--- src/rtl/ahb_sram_slave.sv ---
// ahb_sram_slave: AHB-Lite word-organised SRAM slave with byte-lane writes,
// a parameterised number of wait states per transfer and an optional
// two-cycle ERROR response.
// Build option: define AHB_SLAVE_ERR_EN to enable the ERROR response for
// illegal sizes, misaligned accesses and out-of-range word indices. When it is
// undefined, HSIZE above word is treated as word, misaligned low bits are
// forced to alignment and the word index wraps modulo MEM_DEPTH.
module ahb_sram_slave #(
  parameter int ADDR_WIDTH  = 8,
  parameter int DATA_WIDTH  = 32,
  parameter int MEM_DEPTH   = 64,
  parameter int WAIT_STATES = 0
) (
  input  logic                  i_hclk,
  input  logic                  i_hreset,
  input  logic                  i_hsel,
  input  logic [31:0]           i_haddr,
  input  logic [1:0]            i_htrans,
  input  logic                  i_hwrite,
  input  logic [2:0]            i_hsize,
  input  logic [DATA_WIDTH-1:0] i_hwdata,
  input  logic                  i_hready,
  output logic [DATA_WIDTH-1:0] o_hrdata,
  output logic                  o_hreadyout,
  output logic                  o_hresp
);

  localparam int IDX_W = (MEM_DEPTH > 1) ? $clog2(MEM_DEPTH) : 1;
  localparam int NUM_LANES = DATA_WIDTH / 8;
  // Counter preload: the WAIT state is occupied for WAIT_STATES cycles (N-1 .. 0)
  localparam logic [3:0] WS_LOAD = (WAIT_STATES > 0) ? 4'(WAIT_STATES - 1) : 4'd0;

  typedef enum logic [2:0] {
    S_IDLE = 3'd0,
    S_WAIT = 3'd1,
    S_DATA = 3'd2,
    S_ERR1 = 3'd3,
    S_ERR2 = 3'd4
  } state_t;

  state_t                r_state;
  state_t                w_state_nxt;
  logic [3:0]            r_cnt;
  logic [3:0]            w_cnt_nxt;
  logic                  w_capture;
  logic [ADDR_WIDTH-1:0] r_addr;
  logic                  r_write;
  logic [1:0]            r_size;
  logic [DATA_WIDTH-1:0] r_mem [MEM_DEPTH];

  logic                  w_addr_phase;
  logic                  w_illegal;
  logic [1:0]            w_size_eff;
  logic [ADDR_WIDTH-1:0] w_addr_eff;
  logic [IDX_W-1:0]      w_mem_idx;
  logic [3:0]            w_be;
  logic                  w_unused;

  // Address bits above ADDR_WIDTH belong to the decoder
  assign w_unused = ^i_haddr[31:ADDR_WIDTH];

  // A transfer starts only on a selected, ready NONSEQ/SEQ address phase
  assign w_addr_phase = i_hsel & i_hready & i_htrans[1];

`ifdef AHB_SLAVE_ERR_EN
  // Classify the incoming address phase as illegal (size, alignment, range)
  always_comb begin
    w_illegal = 1'b0;
    if (i_hsize > 3'b010) begin
      w_illegal = 1'b1;
    end else if ((i_hsize == 3'b001) && i_haddr[0]) begin
      w_illegal = 1'b1;
    end else if ((i_hsize == 3'b010) && (i_haddr[1:0] != 2'b00)) begin
      w_illegal = 1'b1;
    end else if (32'(i_haddr[ADDR_WIDTH-1:2]) >= 32'(MEM_DEPTH)) begin
      w_illegal = 1'b1;
    end else begin
      w_illegal = 1'b0;
    end
  end
`else
  assign w_illegal = 1'b0;
`endif

  // Normalise size and align the address so the captured phase is always legal
  always_comb begin
    w_size_eff = (i_hsize[2] || (i_hsize[1:0] == 2'b11)) ? 2'b10 : i_hsize[1:0];
    w_addr_eff = i_haddr[ADDR_WIDTH-1:0];
    if (w_size_eff == 2'b10) begin
      w_addr_eff[1:0] = 2'b00;
    end else if (w_size_eff == 2'b01) begin
      w_addr_eff[0] = 1'b0;
    end else begin
      w_addr_eff[0] = i_haddr[0];
    end
  end

  // Next-state and wait counter; IDLE, DATA and ERR2 may accept a new phase
  always_comb begin
    w_state_nxt = r_state;
    w_cnt_nxt   = r_cnt;
    w_capture   = 1'b0;
    case (r_state)
      S_IDLE, S_DATA, S_ERR2: begin
        if (w_addr_phase) begin
          w_capture = 1'b1;
          if (w_illegal) begin
            w_state_nxt = S_ERR1;
          end else if (WAIT_STATES > 0) begin
            w_state_nxt = S_WAIT;
            w_cnt_nxt   = WS_LOAD;
          end else begin
            w_state_nxt = S_DATA;
          end
        end else begin
          w_state_nxt = S_IDLE;
        end
      end
      S_WAIT: begin
        if (r_cnt == 4'd0) begin
          w_state_nxt = S_DATA;
        end else begin
          w_cnt_nxt = r_cnt - 4'd1;
        end
      end
      S_ERR1:  w_state_nxt = S_ERR2;
      default: w_state_nxt = S_IDLE;
    endcase
  end

  // State register and wait counter
  always_ff @(posedge i_hclk) begin
    if (i_hreset) begin
      r_state <= S_IDLE;
      r_cnt   <= 4'd0;
    end else begin
      r_state <= w_state_nxt;
      r_cnt   <= w_cnt_nxt;
    end
  end

  // Capture the accepted address phase for use in the data phase
  always_ff @(posedge i_hclk) begin
    if (i_hreset) begin
      r_addr  <= {ADDR_WIDTH{1'b0}};
      r_write <= 1'b0;
      r_size  <= 2'b00;
    end else if (w_capture) begin
      r_addr  <= w_addr_eff;
      r_write <= i_hwrite;
      r_size  <= w_size_eff;
    end
  end

  assign w_mem_idx = IDX_W'(32'(r_addr[ADDR_WIDTH-1:2]) % 32'(MEM_DEPTH));

  // Little-endian byte-lane enables from captured size and low address bits
  always_comb begin
    w_be = 4'b0000;
    case (r_size)
      2'b00:   w_be = 4'b0001 << r_addr[1:0];
      2'b01:   w_be = r_addr[1] ? 4'b1100 : 4'b0011;
      default: w_be = 4'b1111;
    endcase
  end

  // Memory: cleared on reset, enabled lanes committed at the end of a write DATA cycle
  always_ff @(posedge i_hclk) begin
    if (i_hreset) begin
      for (int i = 0; i < MEM_DEPTH; i++) begin
        r_mem[i] <= {DATA_WIDTH{1'b0}};
      end
    end else if ((r_state == S_DATA) && r_write) begin
      for (int b = 0; b < NUM_LANES; b++) begin
        if (w_be[b]) begin
          r_mem[w_mem_idx][8*b +: 8] <= i_hwdata[8*b +: 8];
        end
      end
    end
  end

  // Outputs decoded from state registers only; read data is zero outside a read DATA cycle
  assign o_hreadyout = (r_state != S_WAIT) && (r_state != S_ERR1);
  assign o_hrdata    = ((r_state == S_DATA) && !r_write) ? r_mem[w_mem_idx]
                                                         : {DATA_WIDTH{1'b0}};
`ifdef AHB_SLAVE_ERR_EN
  assign o_hresp = (r_state == S_ERR1) || (r_state == S_ERR2);
`else
  assign o_hresp = 1'b0;
`endif

endmodule

--- config.mk ---
export PLATFORM = sky130hd
export DESIGN_NAME = ahb_sram_slave
export DESIGN_NICKNAME = d
export VERILOG_FILES = /design/src/rtl/ahb_sram_slave.sv
export SDC_FILE = /design/constraint.sdc
export NUM_CORES = 2
export LEC_CHECK = 0
export CAP_MARGIN = 25
export CORE_MARGIN = 4
export CORE_UTILIZATION = 40
export DETAILED_ROUTE_END_ITERATION = 6
export HOLD_SLACK_MARGIN = 0.08
export PLACE_DENSITY = 0.56
export SYNTH_ARGS = -nofsm -noshare
export SYNTH_HDL_FRONTEND = slang
export SYNTH_SLANG_ARGS = --single-unit
export TNS_END_PERCENT = 100
--- constraint.sdc ---
create_clock -name i_hclk -period 3.1 [get_ports i_hclk]
set_clock_uncertainty 0.05 [all_clocks]
set_input_delay 0.62 -clock i_hclk [delete_from_list [all_inputs] [get_ports i_hclk]]
set_output_delay 0.62 -clock i_hclk [all_outputs]
set_load 0.03 [all_outputs]
==> metrics <==
final core occ 48.3%; WP buf/inv 6; Clock Pin Slew Worst Setup and Hold Paths 0.06 ns; initial core utilization 40.4%; Yosys cell types 49; fmax 236 MHz; final worst slack -1.13 ns; yosys warns 0; post-route ant nets 0; number of max-cap violations 0; crit path launch type register; fill count 20.1k; Most used DFF post-synth edfxtp_1; Worst setup EP type primary output; Post-synth EDFFs 2048; Worst EP arrival 3.56 ns; cts hold-fix bufs 0; pins over their slew limit 0; Finish-stage setup viols 32; Final min period 4.23 ns; Die ar. 246000 um2; critical path cell sequence buf_12, buf_16, buf_16, buf_4, buf_6, mux4_2, mux4_2, a22oi_2, o21ai_4, buf_12; Vias/cell 5.57; Worst EP required 2.43 ns; asr flop ratio synth 0%; Synth Instances 6158; Slowest Stage Delay on Critical Path 0.55 ns; Max IR drop VDD 0.506 mV; dpl cell area 104000 um2; # nets final 6858; setup_tns -33.43 ns; Ports 108; CTS tree built; Rel. slew slack 27.7%; fraction of layout cells with a size suffix above 1 30.8%; first-pass iteration count of the detailed router 6; P&R area growth vs syn 19.8%; total grt overflow 0; outcome finished with violations; sequential cell area fraction in the yosys report 64.9%; Worst path slowest cell mux4_2; Slew @ Worst Pin 1.08 ns; first-pass GRT wire length 429000 um; Die Width 496 um; Top delay family on crit path multiplexers; GRT Util Overall 24.6%; Rows 178; Vias 56.4k; post-route cell area 114000 um2; Post-DP HPWL 203000 um; final hold vios 0; Die Y 496 um; Power Density 532 nW/um2; vias in the first global route 56.3k; post-synth top area share 64.5%; worst reg2reg setup slack 0.09 ns; # port buffers 80; Synth top cells by count and2_1, edfxtp_1, mux4_2, clkbuf_1, nor2_1; clk root buf clkbuf_16; # DRC 0; Core Area 236000 um2; final period utilization 136%; HP Class in2reg; RSZ-0062 raised after global routing true; Clock Tree Buf Depth 3; detailed-route wire length 306000 um; synthesized netlist net count 6232; synthesized cell area 95300 um2; clock latency on the worst-skew pair 0.88 ns; Max FO, Critical Path 8; leading area contributor after synthesis edfxtp_1; antenna violations before repair 32; drt initial violations 6469; Routed wire per std cell 30.2 um; Final GP Congestion 0.856; Num CTS Buffers 215; H-tree levels 4; largest net degree at the start of global routing 134; count leader, synth and2_1; pre-CTS setup slack -0.653 ns; TritonCTS Sinks 2066; syn avg cell area 15.5 um2; Area contributors post-synth edfxtp_1, mux4_2, and2_1; post-synthesis register bit count 2066; failing checks setup timing; leakage power 41.3 nW; Power, Total 60.8 mW; Setup CP Type reg2out
[sequential cells by signal (all words and copies together), names as in the netlist, named ones only]
signal	count
r_mem	2048
r_write	1
r_size	2
r_state	1
r_addr	8
[cells by family (layout without fill, tap and decap cells)]
| kind of cell | Yosys count | in the layout | share of synthesized area (%) |
|---|---|---|---|
| simple gates | 2812 | 2812 | 17.3 |
| flops | 2066 | 2066 | 64.9 |
| mux | 653 | 653 | 14.5 |
| buf+inv | 466 | 1273 | 2.15 |
| compound gates | 159 | 159 | 1.14 |
| other cells | 2 | 20 | 0.00788 |
[worst register-to-register path: cells and delay by family, from the launching register on]
| family | cells | cell delay, ns |
|---|---|---|
| DFF | 1 | 0.39 |
| and+or+nand+nor | 4 | 2.25 |
[path summary, 6_finish.rpt]
kind,startpoint,end,depth (start not counted)
min,i_haddr[1],r_addr[1],3
max reg2reg,r_addr[7],r_mem[6][26],4
min reg2reg,r_size[0],r_size[0],2
max,register,o_hrdata[6],10
[per-stage QoR]
stage,cells,hold WS (ns)
floorplan,6158,0.395
global placement,9565,0.415
detailed placement,9574,0.416
CTS,10100,0.212
global route,10100,0.270
finish,10100,0.279
[metal layers]
metal  wire (um)  track usage [%]
met1      128000             35.1
met2      138000             37.3
met3       24900             4.65
met4       14200             10.1
met5         141                0
[cell type report]
cell class,instances,area [um2],share of cell area [%]
clock inverters,121,952,0.834
diodes,18,45.0,0.0395
clock buffers,277,5710,5.00
multi-input cells,3626,32400,28.4
flip-flops and latches,2066,61900,54.2
repair buffers,872,9150,8.02
inverters,3,20.0,0.0175
well taps,3150,3940,3.45
[timing repair]
action | in CTS | in global routing
buffers inserted | 81 | 62
gates resized for setup | 246 | 108
cloned | 17 | 7
pin swaps | 44 | 57
endpoints found under the setup margin | 32 | 37
hold endpoints to repair | 0 | 0
[placed cells by master (no fill, tap or decap), drive strengths merged, types with 4 or more instances in the layout]
cell	netlist	routed
and2	2051	2051
edfxtp	2048	2048
buf	170	848
mux4	578	578
clkbuf	293	284
nor2	283	283
or2	257	257
nand2	145	145
clkinv	2	104
mux2i	69	69
a22oi	42	42
a21oi	29	29
nand3	20	20
o21ai	20	20
diode	0	18
dfxtp	18	18
o22ai	16	16
clkdlybuf4s50	0	15
nor2b	15	15
a211oi	12	12
bufinv	0	10
nor3	10	10
nand2b	7	7
inv	1	7
nor3b	6	6
mux2	6	6
a31oi	6	6
a221oi	6	6
o211ai	5	5
and3b	5	5
a311o	4	4
and3	4	4
o221ai	4	4
[report_power, final]
group          leakage [nW]  internal [mW]  switching [mW]
sequential             21.3           31.5           0.305
combinational          16.8           1.54            2.37
clock                  3.26           13.8            11.2
total                  41.3           46.9            13.9
(Power assumes the default switching activity.)
